### config.mk
export PLATFORM = sky130hd
export DESIGN_NAME = panel_input
export DESIGN_NICKNAME = d
export VERILOG_FILES = /design/src/rtl/panel_input.sv
export SDC_FILE = /design/constraint.sdc
export NUM_CORES = 1
export LEC_CHECK = 0
export CAP_MARGIN = 15
export CORE_MARGIN = 1
export CORE_UTILIZATION = 55
export CTS_CLUSTER_SIZE = 12
export DETAILED_ROUTE_END_ITERATION = 8
export PLACE_DENSITY = 0.82
export SETUP_SLACK_MARGIN = 0.05
export SLEW_MARGIN = 25
export SYNTH_ARGS = -nofsm -noshare
export SYNTH_HDL_FRONTEND = slang
export SYNTH_SLANG_ARGS = --single-unit
### constraint.sdc
create_clock -name clk -period 2.6 [get_ports clk]
set_input_delay 0.78 -clock clk [delete_from_list [all_inputs] [get_ports clk]]
set_output_delay 0.78 -clock clk [all_outputs]
set_load 0.03 [all_outputs]
### src/rtl/panel_input.sv
// rtl/panel_input.sv - front-panel input conditioning: synchronizers, debouncers, Go strobe

module panel_input_debounce #(
    parameter int W         = 1,
    parameter int DB_CYCLES = 1000000
) (
    input  logic         clk,
    input  logic         rst_n,
    input  logic [W-1:0] sync_q,
    input  logic [W-1:0] sync_next,
    output logic [W-1:0] stable
);
    localparam int            CW       = $clog2(DB_CYCLES);
    localparam logic [CW-1:0] CNT_LAST = CW'(DB_CYCLES - 1);

    logic [CW-1:0] cnt;
    logic          advance;

    // Count only while the synchronized value differs from stable and has not moved
    // since the previous sample; any bounce drops the count back to zero.
    assign advance = (sync_q != stable) && (sync_next == sync_q);

    always_ff @(posedge clk or negedge rst_n) begin
        if (!rst_n) begin
            stable <= '0;
            cnt    <= '0;
        end else if (advance) begin
            if (cnt == CNT_LAST) begin
                stable <= sync_q;
                cnt    <= '0;
            end else begin
                cnt <= cnt + CW'(1);
            end
        end else begin
            cnt <= '0;
        end
    end
endmodule

module panel_input #(
    parameter int DB_CYCLES     = 1000000,
    parameter int REPEAT_CYCLES = 0
) (
    input  logic       clk,
    input  logic       clr_n,
    input  logic       btn_go_raw,
    input  logic       btn_clr_raw,
    input  logic [2:0] sw_show_raw,
    input  logic [1:0] sw_hz_raw,
    input  logic [3:0] sw_probe_raw,
    output logic       go_level,
    output logic       go_pulse,
    output logic       clr_req,
    output logic [2:0] show,
    output logic [1:0] hz,
    output logic [3:0] probe,
    output logic       sw_changed
);
    // A period of 1 would strobe every cycle; the shortest legal repeat is 2.
    localparam bit            REP_ON   = (REPEAT_CYCLES > 0);
    localparam int            REP_EFF  = (REPEAT_CYCLES < 2) ? 2 : REPEAT_CYCLES;
    localparam int            RW       = $clog2(REP_EFF);
    localparam logic [RW-1:0] REP_LAST = RW'(REP_EFF - 1);

    typedef enum logic [1:0] {
        IDLE   = 2'd0,
        HELD   = 2'd1,
        REPEAT = 2'd2
    } go_state_t;

    logic [10:0]   raw_vec;
    logic [10:0]   sync1;
    logic [10:0]   sync2;
    logic [8:0]    sw_stable;
    logic [8:0]    sw_prev;
    go_state_t     state;
    go_state_t     state_next;
    logic [RW-1:0] rep_cnt;
    logic [RW-1:0] rep_cnt_next;

    assign raw_vec = {btn_go_raw, btn_clr_raw, sw_show_raw, sw_hz_raw, sw_probe_raw};

    always_ff @(posedge clk or negedge clr_n) begin
        if (!clr_n) begin
            sync1 <= '0;
            sync2 <= '0;
        end else begin
            sync1 <= raw_vec;
            sync2 <= sync1;
        end
    end

    panel_input_debounce #(.W(1), .DB_CYCLES(DB_CYCLES)) u_go_db (
        .clk       (clk),
        .rst_n     (clr_n),
        .sync_q    (sync2[10]),
        .sync_next (sync1[10]),
        .stable    (go_level)
    );

    panel_input_debounce #(.W(1), .DB_CYCLES(DB_CYCLES)) u_clr_db (
        .clk       (clk),
        .rst_n     (clr_n),
        .sync_q    (sync2[9]),
        .sync_next (sync1[9]),
        .stable    (clr_req)
    );

    // The nine switch bits debounce as one word so show/hz/probe can never split.
    panel_input_debounce #(.W(9), .DB_CYCLES(DB_CYCLES)) u_sw_db (
        .clk       (clk),
        .rst_n     (clr_n),
        .sync_q    (sync2[8:0]),
        .sync_next (sync1[8:0]),
        .stable    (sw_stable)
    );

    assign {show, hz, probe} = sw_stable;

    always_ff @(posedge clk or negedge clr_n) begin
        if (!clr_n) begin
            sw_prev    <= '0;
            sw_changed <= 1'b0;
        end else begin
            sw_prev    <= sw_stable;
            sw_changed <= (sw_stable != sw_prev);
        end
    end

    always_ff @(posedge clk or negedge clr_n) begin
        if (!clr_n) begin
            state   <= IDLE;
            rep_cnt <= '0;
        end else begin
            state   <= state_next;
            rep_cnt <= rep_cnt_next;
        end
    end

    // go_pulse is decoded from registered state only, so it rises with go_level itself.
    always_comb begin
        state_next   = state;
        rep_cnt_next = rep_cnt;
        go_pulse     = 1'b0;
        case (state)
            IDLE: begin
                if (go_level) begin
                    go_pulse     = 1'b1;
                    state_next   = HELD;
                    rep_cnt_next = '0;
                end
            end
            HELD, REPEAT: begin
                if (!go_level) begin
                    state_next   = IDLE;
                    rep_cnt_next = '0;
                end else if (REP_ON) begin
                    if (rep_cnt == REP_LAST) begin
                        go_pulse     = 1'b1;
                        state_next   = REPEAT;
                        rep_cnt_next = '0;
                    end else begin
                        rep_cnt_next = rep_cnt + RW'(1);
                    end
                end
            end
            default: begin
                state_next   = IDLE;
                rep_cnt_next = '0;
            end
        endcase
    end
endmodule

==> impl_metrics.env <==
export IMPL_status="complete, no violations"
export IMPL_hold_slack_ns=0.3735
export IMPL_cts_sinks=104
export IMPL_via_per_inst=5.377
export IMPL_area_growth_pct=13.27
export IMPL_cts_tree="done"
export IMPL_grt_first_pass_wirelength_mm=13.11
export IMPL_total_power_w=0.002863
export IMPL_peakVddDrop_v=0.0003779
export IMPL_htree_levels=3
export IMPL_synth_seq_area_share=0.5702
export IMPL_grt_max_degree=40
export IMPL_syn_nets=420
export IMPL_leakage_nw=2.342
export IMPL_dieArea_mm2=0.008668
export IMPL_fp_dieW_um=93.10
export IMPL_syn_area_per_cell_um2=11.33
export IMPL_rsz0062_at_grt="false"
export IMPL_ys_types=39
export IMPL_clk_pin_slew_ns=0.10
export IMPL_r2r_start="u_sw_db.cnt[11]$_DFF_PN0_"
export IMPL_end_kind="primary output"
export IMPL_setup_viol=0
export IMPL_p_per_area_mw_per_mm2=553.8
export IMPL_clockBufferDepth=2
export IMPL_max_stage_delay_ns=0.66
export IMPL_drtIter0Drc=93
export IMPL_clock_latency_ns=0.36
export IMPL_initial_utilization=0.5787
export IMPL_placed_cell_area_mm2=0.004942
export IMPL_critPathMaxFanout=6
export IMPL_portBuffers=25
export IMPL_drive_gt1_frac=0.09050
export IMPL_crit_slowest_cell="clkdlybuf4s50_1"
export IMPL_root_buffer="clkbuf_8"
export IMPL_cts_buffers=9
export IMPL_synthTopCellsByArea="dfrtp_1 (57%), xor2_1 (12%), nor2_1 (5.6%)"
export IMPL_yosysTopAreaCell="dfrtp_1"
export IMPL_fmax_ghz=0.4163
export IMPL_grt_pass1_vias=2864
export IMPL_diodes=0
export IMPL_grt_usage=0.1929
export IMPL_worstSetupStartpointType="flip-flop"
export IMPL_cts_repair_resized=0
export IMPL_coreArea_mm2=0.007888
export IMPL_fin_crit_sh=0.9239
export IMPL_final_area_mm2=0.005170
export IMPL_final_hold_violation_count=0
export IMPL_yosysWarnings=0
export IMPL_relSlewSlack=0.6254
export IMPL_first_pass_iters=4
export IMPL_postSynthCellCount=403
export IMPL_ys_seq_elements=104
export IMPL_synth_top_area_frac=0.5702
export IMPL_clock_skew_ns=0.007517
export IMPL_worstSetupStartpoint="u_go_db.stable$_DFFE_PN0P_"
export IMPL_tns_ns=0
export IMPL_r2r_cells=5
export IMPL_grt_ovfl_total=0
export IMPL_hp_class="in2async"
export IMPL_drv_cap=0
export IMPL_ant_nets=0
export IMPL_cp_required_ns=1.82
export IMPL_cts_hold_buf=0
export IMPL_fin_nets=454
export IMPL_vias=2925
export IMPL_crit_chain="ha_1 -> clkdlybuf4s50_1"
export IMPL_fillCellCount=618
export IMPL_wirelength_mm=7.539
export IMPL_cts_setup_buffers=0
export IMPL_die_y_um=93.10
export IMPL_antenna_found_initial=0
export IMPL_syn_cell_area_mm2=0.004564
export IMPL_crit_type="reg2out"
export IMPL_drt_wirelength_per_cell_um=13.86
export IMPL_tightest_slew_ns=0.5573
export IMPL_dp_hpwl_mm=5.114
export IMPL_layout_min_cycle_time_ns=2.402
export IMPL_post_route_util=0.6555
export IMPL_drc_errors=0
export IMPL_critPathArrivalTime_ns=1.62
export IMPL_io_pins=26
export IMPL_gp_congestion=0.8065
export IMPL_slew_violations=0
export IMPL_rows=32
## final timing paths
path | endpoint | slack [ns]
max | go_pulse | 0.20
min | u_sw_db.stable[8]$_DFFE_PN0P_ | 0.37
max reg2reg | u_sw_db.stable[3]$_DFFE_PN0P_ | 0.60
min reg2reg | sync2[7]$_DFF_PN0_ | 0.39
max in group asynchronous | u_clr_db.cnt[12]$_DFF_PN0_ | 1.53
min in group clk | sync2[7]$_DFF_PN0_ | 0.39
## metrics by stage
step                worst slack [ns]  cells
CTS                           0.1844    544
global placement              0.6054    528
global route                  0.1147    544
floorplan                     0.7419    403
finish                        0.1979    544
detailed placement            0.5901    528
## logic make-up (layout without fill, tap and decap cells)
group | Yosys count | after routing | share of synthesized area
AOI/OAI and AO/OA | 7 | 7 | 0.01179
xor gates and xnor gates | 82 | 82 | 0.1573
adders and majority gates | 4 | 4 | 0.01097
buffers and inverters | 12 | 51 | 0.01453
DFF | 104 | 104 | 0.5702
muxes | 9 | 9 | 0.02220
and+or+nand+nor | 185 | 185 | 0.2130
## cell usage in the layout, fill, tap and decap left out, types with 2 or more instances in the layout
cell	instances
ha_1	4
nand2_1	22
clkdlybuf4s50_1	24
nand3_1	22
xor2_1	63
nand4_1	16
inv_6	3
nand4b_1	2
and2_1	6
clkbuf_8	10
nor4_1	4
xnor2_1	19
nand2b_1	4
a21oi_1	2
dfrtp_1	104
bufinv_16	2
nor4_2	4
nor2b_1	2
nor3_1	7
buf_4	5
nor2_1	68
mux2_2	9
and3_1	12
inv_1	5
and4_1	6
## cell type report
cell class	count	area (um^2)	area share
sequential	104	2603	0.5034
multi-input combinational	287	1896	0.3667
timing repair buffer	30	297.8	0.05760
clock buffer	11	141.4	0.02735
tap	102	127.6	0.02469
clock inverter	5	86.33	0.01670
inverter	5	18.77	0.003630
## state kept, by name (all words and copies together), names as in the netlist
name,flops
sync2,11
u_sw_db.cnt,20
u_clr_db.stable,1
u_go_db.stable,1
sw_changed,1
u_sw_db.stable,9
sync1,11
state,1
sw_prev,9
u_go_db.cnt,20
u_clr_db.cnt,20
## worst max-delay path, delay by kind of cell (launching register included)
kind / cells / cell delay (ns)
flops: 1 / 0.43
fa+ha+maj: 1 / 0.17
buf+inv: 1 / 0.66
## routing by layer
layer / global-route usage / vias to the layer above / share of wire
met5: 0 / - / 0
li1: - / 1429 / -
met1: 0.2557 / 1436 / 0.46
met3: 0.04959 / 12 / 0.035
met4: 0.05385 / 0 / 0.011
met2: 0.3162 / 48 / 0.49
## power breakdown
group / leakage, nW / switching, W / total, W / internal, W
combinational: 0.826 / 0.0000555 / 0.0000918 / 0.0000363
sequential: 1.40 / 0.0000195 / 0.00166 / 0.00164
clock: 0.115 / 0.000536 / 0.00112 / 0.000580
## synth_stat cells (all sizes together)
cell type,n
dfrtp,104
nor2,68
xor2,63
nand2,23
nand3,23
xnor2,19
nand4,16
and3,12
mux2,9
nor4,8
and2,7
and4,7
nor3,7
buf,5
inv,5
ha,4
nand2b,4
a21oi,2
clkbuf,2
nand4b,2
nor2b,2
nor4b,2
a21o,1
a22o,1
a41o,1
and3b,1
o211ai,1
o21ai,1
or2,1
or4,1
or4b,1
(Power assumes the default switching activity.)
